### src/rtl/cache_pkg.sv
// Shared definitions for the cacheline memory-port arbiter: line geometry
// and the arbiter state encoding.
package cache_pkg;

    localparam int ADDR_BITS   = 32;
    localparam int LINE_BITS   = 256;
    localparam int OFFSET_BITS = 5;
    localparam int TAG_LSB     = 5;

    typedef enum logic [1:0] {
        IDLE   = 2'd0,
        BUSY_I = 2'd1,
        BUSY_D = 2'd2
    } arb_state_t;

endpackage

### src/rtl/cacheline_arbiter.sv
// Serialises whole-line transactions from the instruction side (read-only)
// and the data side (read/write) onto one 256-bit memory port. A granted
// request is latched so the memory side only ever sees registered signals.
// Simultaneous requests are resolved by a one-flop round-robin pointer.
module cacheline_arbiter
    import cache_pkg::*;
(
    input  logic                 clk,
    input  logic                 rst,

    input  logic [ADDR_BITS-1:0] icache_addr,
    input  logic                 icache_read,
    output logic [LINE_BITS-1:0] icache_rdata,
    output logic                 icache_resp,

    input  logic [ADDR_BITS-1:0] dcache_addr,
    input  logic                 dcache_read,
    input  logic                 dcache_write,
    input  logic [LINE_BITS-1:0] dcache_wdata,
    output logic [LINE_BITS-1:0] dcache_rdata,
    output logic                 dcache_resp,

    output logic [ADDR_BITS-1:0] mem_addr,
    output logic                 mem_read,
    output logic                 mem_write,
    output logic [LINE_BITS-1:0] mem_wdata,
    input  logic [LINE_BITS-1:0] mem_rdata,
    input  logic                 mem_resp
);

    arb_state_t                     state_reg, state_next;
    logic                           rr_prio_reg, rr_prio_next;   // 0: I preferred, 1: D preferred
    logic [ADDR_BITS-1:TAG_LSB]     lat_addr_reg, lat_addr_next;
    logic [LINE_BITS-1:0]           lat_wdata_reg, lat_wdata_next;
    logic                           lat_write_reg, lat_write_next;

    logic i_req;
    logic d_req;
    logic grant_i;
    logic grant_d;
    logic busy;

    // The byte offset of a line address carries no information here.
    logic unused_offset_bits;
    assign unused_offset_bits = &{1'b0, icache_addr[OFFSET_BITS-1:0], dcache_addr[OFFSET_BITS-1:0]};

    assign i_req = icache_read;
    assign d_req = dcache_read | dcache_write;

    // Exactly one side requesting wins outright; on a tie rr_prio decides.
    assign grant_i = i_req & (~d_req | ~rr_prio_reg);
    assign grant_d = d_req & (~i_req |  rr_prio_reg);

    assign busy = (state_reg == BUSY_I) || (state_reg == BUSY_D);

    // Memory port comes only from latched state, never from upstream inputs.
    assign mem_addr  = {lat_addr_reg, {OFFSET_BITS{1'b0}}};
    assign mem_read  = busy & ~lat_write_reg;
    assign mem_write = busy &  lat_write_reg;
    assign mem_wdata = lat_wdata_reg;

    // Read data is shared; only the resp pulses qualify it.
    assign icache_rdata = mem_rdata;
    assign dcache_rdata = mem_rdata;

    // Next-state, latch and response logic.
    always_comb begin
        state_next     = state_reg;
        rr_prio_next   = rr_prio_reg;
        lat_addr_next  = lat_addr_reg;
        lat_wdata_next = lat_wdata_reg;
        lat_write_next = lat_write_reg;
        icache_resp    = 1'b0;
        dcache_resp    = 1'b0;

        unique case (state_reg)
            IDLE: begin
                // mem_resp is deliberately ignored here (stray or post-reset).
                if (grant_i) begin
                    state_next     = BUSY_I;
                    lat_addr_next  = icache_addr[ADDR_BITS-1:TAG_LSB];
                    lat_write_next = 1'b0;
                end else if (grant_d) begin
                    state_next     = BUSY_D;
                    lat_addr_next  = dcache_addr[ADDR_BITS-1:TAG_LSB];
                    // A read+write collision resolves to a write.
                    lat_write_next = dcache_write;
                    lat_wdata_next = dcache_wdata;
                end
            end
            BUSY_I: begin
                if (mem_resp) begin
                    icache_resp  = 1'b1;
                    state_next   = IDLE;
                    rr_prio_next = 1'b1;
                end
            end
            BUSY_D: begin
                if (mem_resp) begin
                    dcache_resp  = 1'b1;
                    state_next   = IDLE;
                    rr_prio_next = 1'b0;
                end
            end
            default: begin
                state_next = IDLE;
            end
        endcase
    end

    // State and latch registers with synchronous reset.
    always_ff @(posedge clk) begin
        if (rst) begin
            state_reg     <= IDLE;
            rr_prio_reg   <= 1'b0;
            lat_addr_reg  <= '0;
            lat_wdata_reg <= '0;
            lat_write_reg <= 1'b0;
        end else begin
            state_reg     <= state_next;
            rr_prio_reg   <= rr_prio_next;
            lat_addr_reg  <= lat_addr_next;
            lat_wdata_reg <= lat_wdata_next;
            lat_write_reg <= lat_write_next;
        end
    end

endmodule

### config.mk
export PLATFORM = sky130hd
export DESIGN_NAME = cacheline_arbiter
export DESIGN_NICKNAME = d
export VERILOG_FILES = /design/src/rtl/cache_pkg.sv /design/src/rtl/cacheline_arbiter.sv
export SDC_FILE = /design/constraint.sdc
export NUM_CORES = 1
export LEC_CHECK = 0
export CAP_MARGIN = 20
export CORE_AREA = 2 2 536 538
export CTS_BUF_LIST = sky130_fd_sc_hd__clkbuf_16
export DETAILED_ROUTE_END_ITERATION = 6
export DIE_AREA = 0 0 538 540
export GPL_TIMING_DRIVEN = 0
export SLEW_MARGIN = 0
export SYNTH_ARGS = -nofsm -noshare
export SYNTH_HDL_FRONTEND = slang
export SYNTH_SLANG_ARGS = --single-unit
### constraint.sdc
create_clock -name clk -period 1.69 [get_ports clk]
set_input_delay 0.2535 -clock clk [delete_from_list [all_inputs] [get_ports clk]]
set_output_delay 0.2535 -clock clk [all_outputs]
set_load 0.01 [all_outputs]
==> run metrics <==
initial drt markers=1485; sw frac=39.5%; VDD IR-drop max=0.000665 V; Post-Syn Area=0.0162 mm²; CTS tree=built; Port Buffers=1111; Multi-input gate area=0.00933 mm²; htree depth=2; first-pass GRT wire length=244 mm; Total Power=30.6 mW; setup violators final=240; Max Clk Rate=517 MHz; Place WS=-1.61 ns; Synth Instances=1934; Worst setup SP type=flop; worst slew pin tran=1.15 ns; cell area power density=779 mW/mm²; Post-route DRC=0; pin count of the biggest net entering global routing=20; Routability Congestion=0.990; number of buffers created by CTS=44; hold path depth=3; core area=0.284 mm²; multiplexer share of the synthesized area=0%; WP data required=2.20 ns; sequential area share after synthesis=35.4%; detailed placement HPWL=179 mm; Sw Pwr=12.1 mW; R2R setup slack=-0.24 ns; Root Driver=clkbuf_16; fin crit share=114%; share of cells above drive strength 1=42.1%; internal power=18.5 mW; WL final=208 mm; antenna-violating nets left=0; Fin. Hold Viols=0; global route overflow=0; commonest non-fill, non-tap cell in the layout=clkdlybuf4s50_1; Site Rows=196; failing checks=negative setup slack; GRT Util Overall=13.4%; # clock sinks=287; hold slack final=0.132 ns; Leak=14.9 nW; FF-to-FF Start=state_reg[1]; Final min period=1.93 ns; fillers=32200; status=complete, but fails checks; Avg Cell Area, Syn=8.40 µm²; Synth Area in Compound Gates=22.4%; sequential fraction of design power=26.4%; synth warn=0; Vias=21500; Avg WL per Cell=29.6 µm; synth unique cells=27; WS Path Type=reg -> reg; initial antenna violation count=104; register bit total from synthesis=287; Die ar.=0.291 mm²; Gate power share=43.5%; relative slew slack=23.5%; CTS Buffer Depth=3; synth-to-layout area growth=142%; vias in the first global route=20500; R2R depth=9; CP arrival=2.44 ns; worst hold path class=in -> reg; Worst-Skew Late Latency=0.69 ns; Hold EP=mem_wdata[80]; max reg flops=256; Via-to-Cell Ratio=3.06; main combinational cell family by area after synthesis=buffers and inverters; clock network power share=30.2%; chip width=538 µm; adder-cell area share of the yosys netlist=0.231%; final setup margin=-0.242 ns; clk slew on worst S/H paths=0.06 ns; Synth Area in XOR/XNOR=0%; Layout Skew=0.0379 ns; router iterations before antenna repair=5; hold path start=dcache_wdata[80]; worst-path fanout max=6; Max Cap Viol=0; Slew Limit Fails=0; Starting Density=5.71%; Die Ht=540 µm; leading cell types in the layout, fill and taps excluded=clkdlybuf4s50_1, buf_4, dfxtp_1, nand4_1, o31ai_4; Worst setup EP type=flop; # IOs=1386; Post-Synth Simple-Gate Area=11.9%; total area of sequential cells=0.00577 mm²; unrepaired setup endpoints after global routing=true; R2R Path End=mem_wdata[195]; Final nets=3751
==> Yosys cell counts <==
cell	n	area (µm²)
o21a_1	1	7.51
or2_2	1	6.26
o21ai_0	30	150
buf_1	4	15.0
nand4_1	257	1610
conb_1	1	3.75
o31ai_1	256	1920
a311oi_1	27	236
clkbuf_2	3	15.0
buf_2	115	576
a21oi_1	258	1290
nor4b_1	1	8.76
nor3_1	1	5.00
buf_4	521	3910
and2_1	3	18.8
o21ai_2	1	8.76
nand2b_1	2	12.5
inv_1	4	15.0
o211ai_1	1	7.51
nor2b_1	3	18.8
dfxtp_1	287	5750
nor2_1	30	113
clkbuf_1	95	357
ha_1	3	37.5
o31a_1	1	8.76
nand3_1	27	135
a32oi_1	1	8.76
==> power by group through the flow <==
stage | clock network, mW | registers (mW) | logic (mW)
detailed placement | 0 | 7.96 | 9.93
CTS | 9.66 | 7.92 | 12.0
global placement | 0 | 7.94 | 9.89
floorplan | 0 | 8.13 | 3.50
global route | 9.84 | 8.13 | 14.1
finish | 9.24 | 8.08 | 13.3
==> timing repair <==
| action | 4_1_cts | 5_1_grt |
|---|---|---|
| hold endpoints to repair | 1 | 0 |
| pin swaps | 224 | 355 |
| gates resized for setup | 883 | 956 |
| buffers inserted | 33 | 9 |
| hold buffers | 1 | 0 |
| gates cloned | 20 | 14 |
| endpoints found under the setup margin | 573 | 521 |
==> kinds of logic after synthesis <==
kind of cell    Yosys count
compound gates          576
fa+ha+maj                 3
buf+inv                 742
flops                   287
other cells               1
simple gates            325
==> metal layers <==
metal | vias up | track usage, % | part of all wire [%]
met3 | 328 | 10.7 | 19
met5 | - | 0 | 0.21
li1 | 9210 | - | -
met1 | 10300 | 13.7 | 34
met4 | 50 | 4.59 | 4.0
met2 | 1623 | 20.4 | 43
==> worst max path at each step <==
stage                      start             end  cells after the start
finish              state_reg[1]  mem_wdata[195]                      9
floorplan           state_reg[0]   mem_wdata[27]                      8
detailed placement   dcache_read  mem_wdata[116]                      7
global route        state_reg[0]  mem_wdata[195]                      9
global placement             rst  mem_wdata[110]                      4
CTS                 state_reg[0]        mem_read                      4
==> final cells by class <==
type,count,share of cell area (%)
Clock buffer,44,2.80
Timing Repair Buffer,1189,31.4
Clock inverter,36,0.658
Multi-Input combinational cell,909,23.7
Antenna cell,59,0.375
Inverter,4,0.0477
Tap cell,3762,12.0
Sequential cell,287,14.7
Buffer,731,14.3
==> critical path: stages (launching register included) <==
cell        delay, ns
dfxtp_2          0.32
inv_2            0.08
ha_4             0.20
clkinvlp_4       0.11
buf_12           0.15
clkbuf_16        0.18
clkbuf_16        0.21
buf_12           0.16
o31ai_4          0.24
a21oi_1          0.10
==> through the flow <==
step | TNS, ns | cell area (µm²) | utilization (%) | instances
final | -19.02 | 39300 | 13.8 | 7021
after global routing | -39.60 | 39300 | 13.8 | 6990
after CTS | -92.64 | 36500 | 12.8 | 6947
after detailed placement | -317.51 | 32200 | 11.3 | 6818
after global placement | -428.58 | 32100 | 11.3 | 6811
after floorplan | 0 | 16300 | - | 1938
No activity file was read; power rests on OpenSTA's default activity.
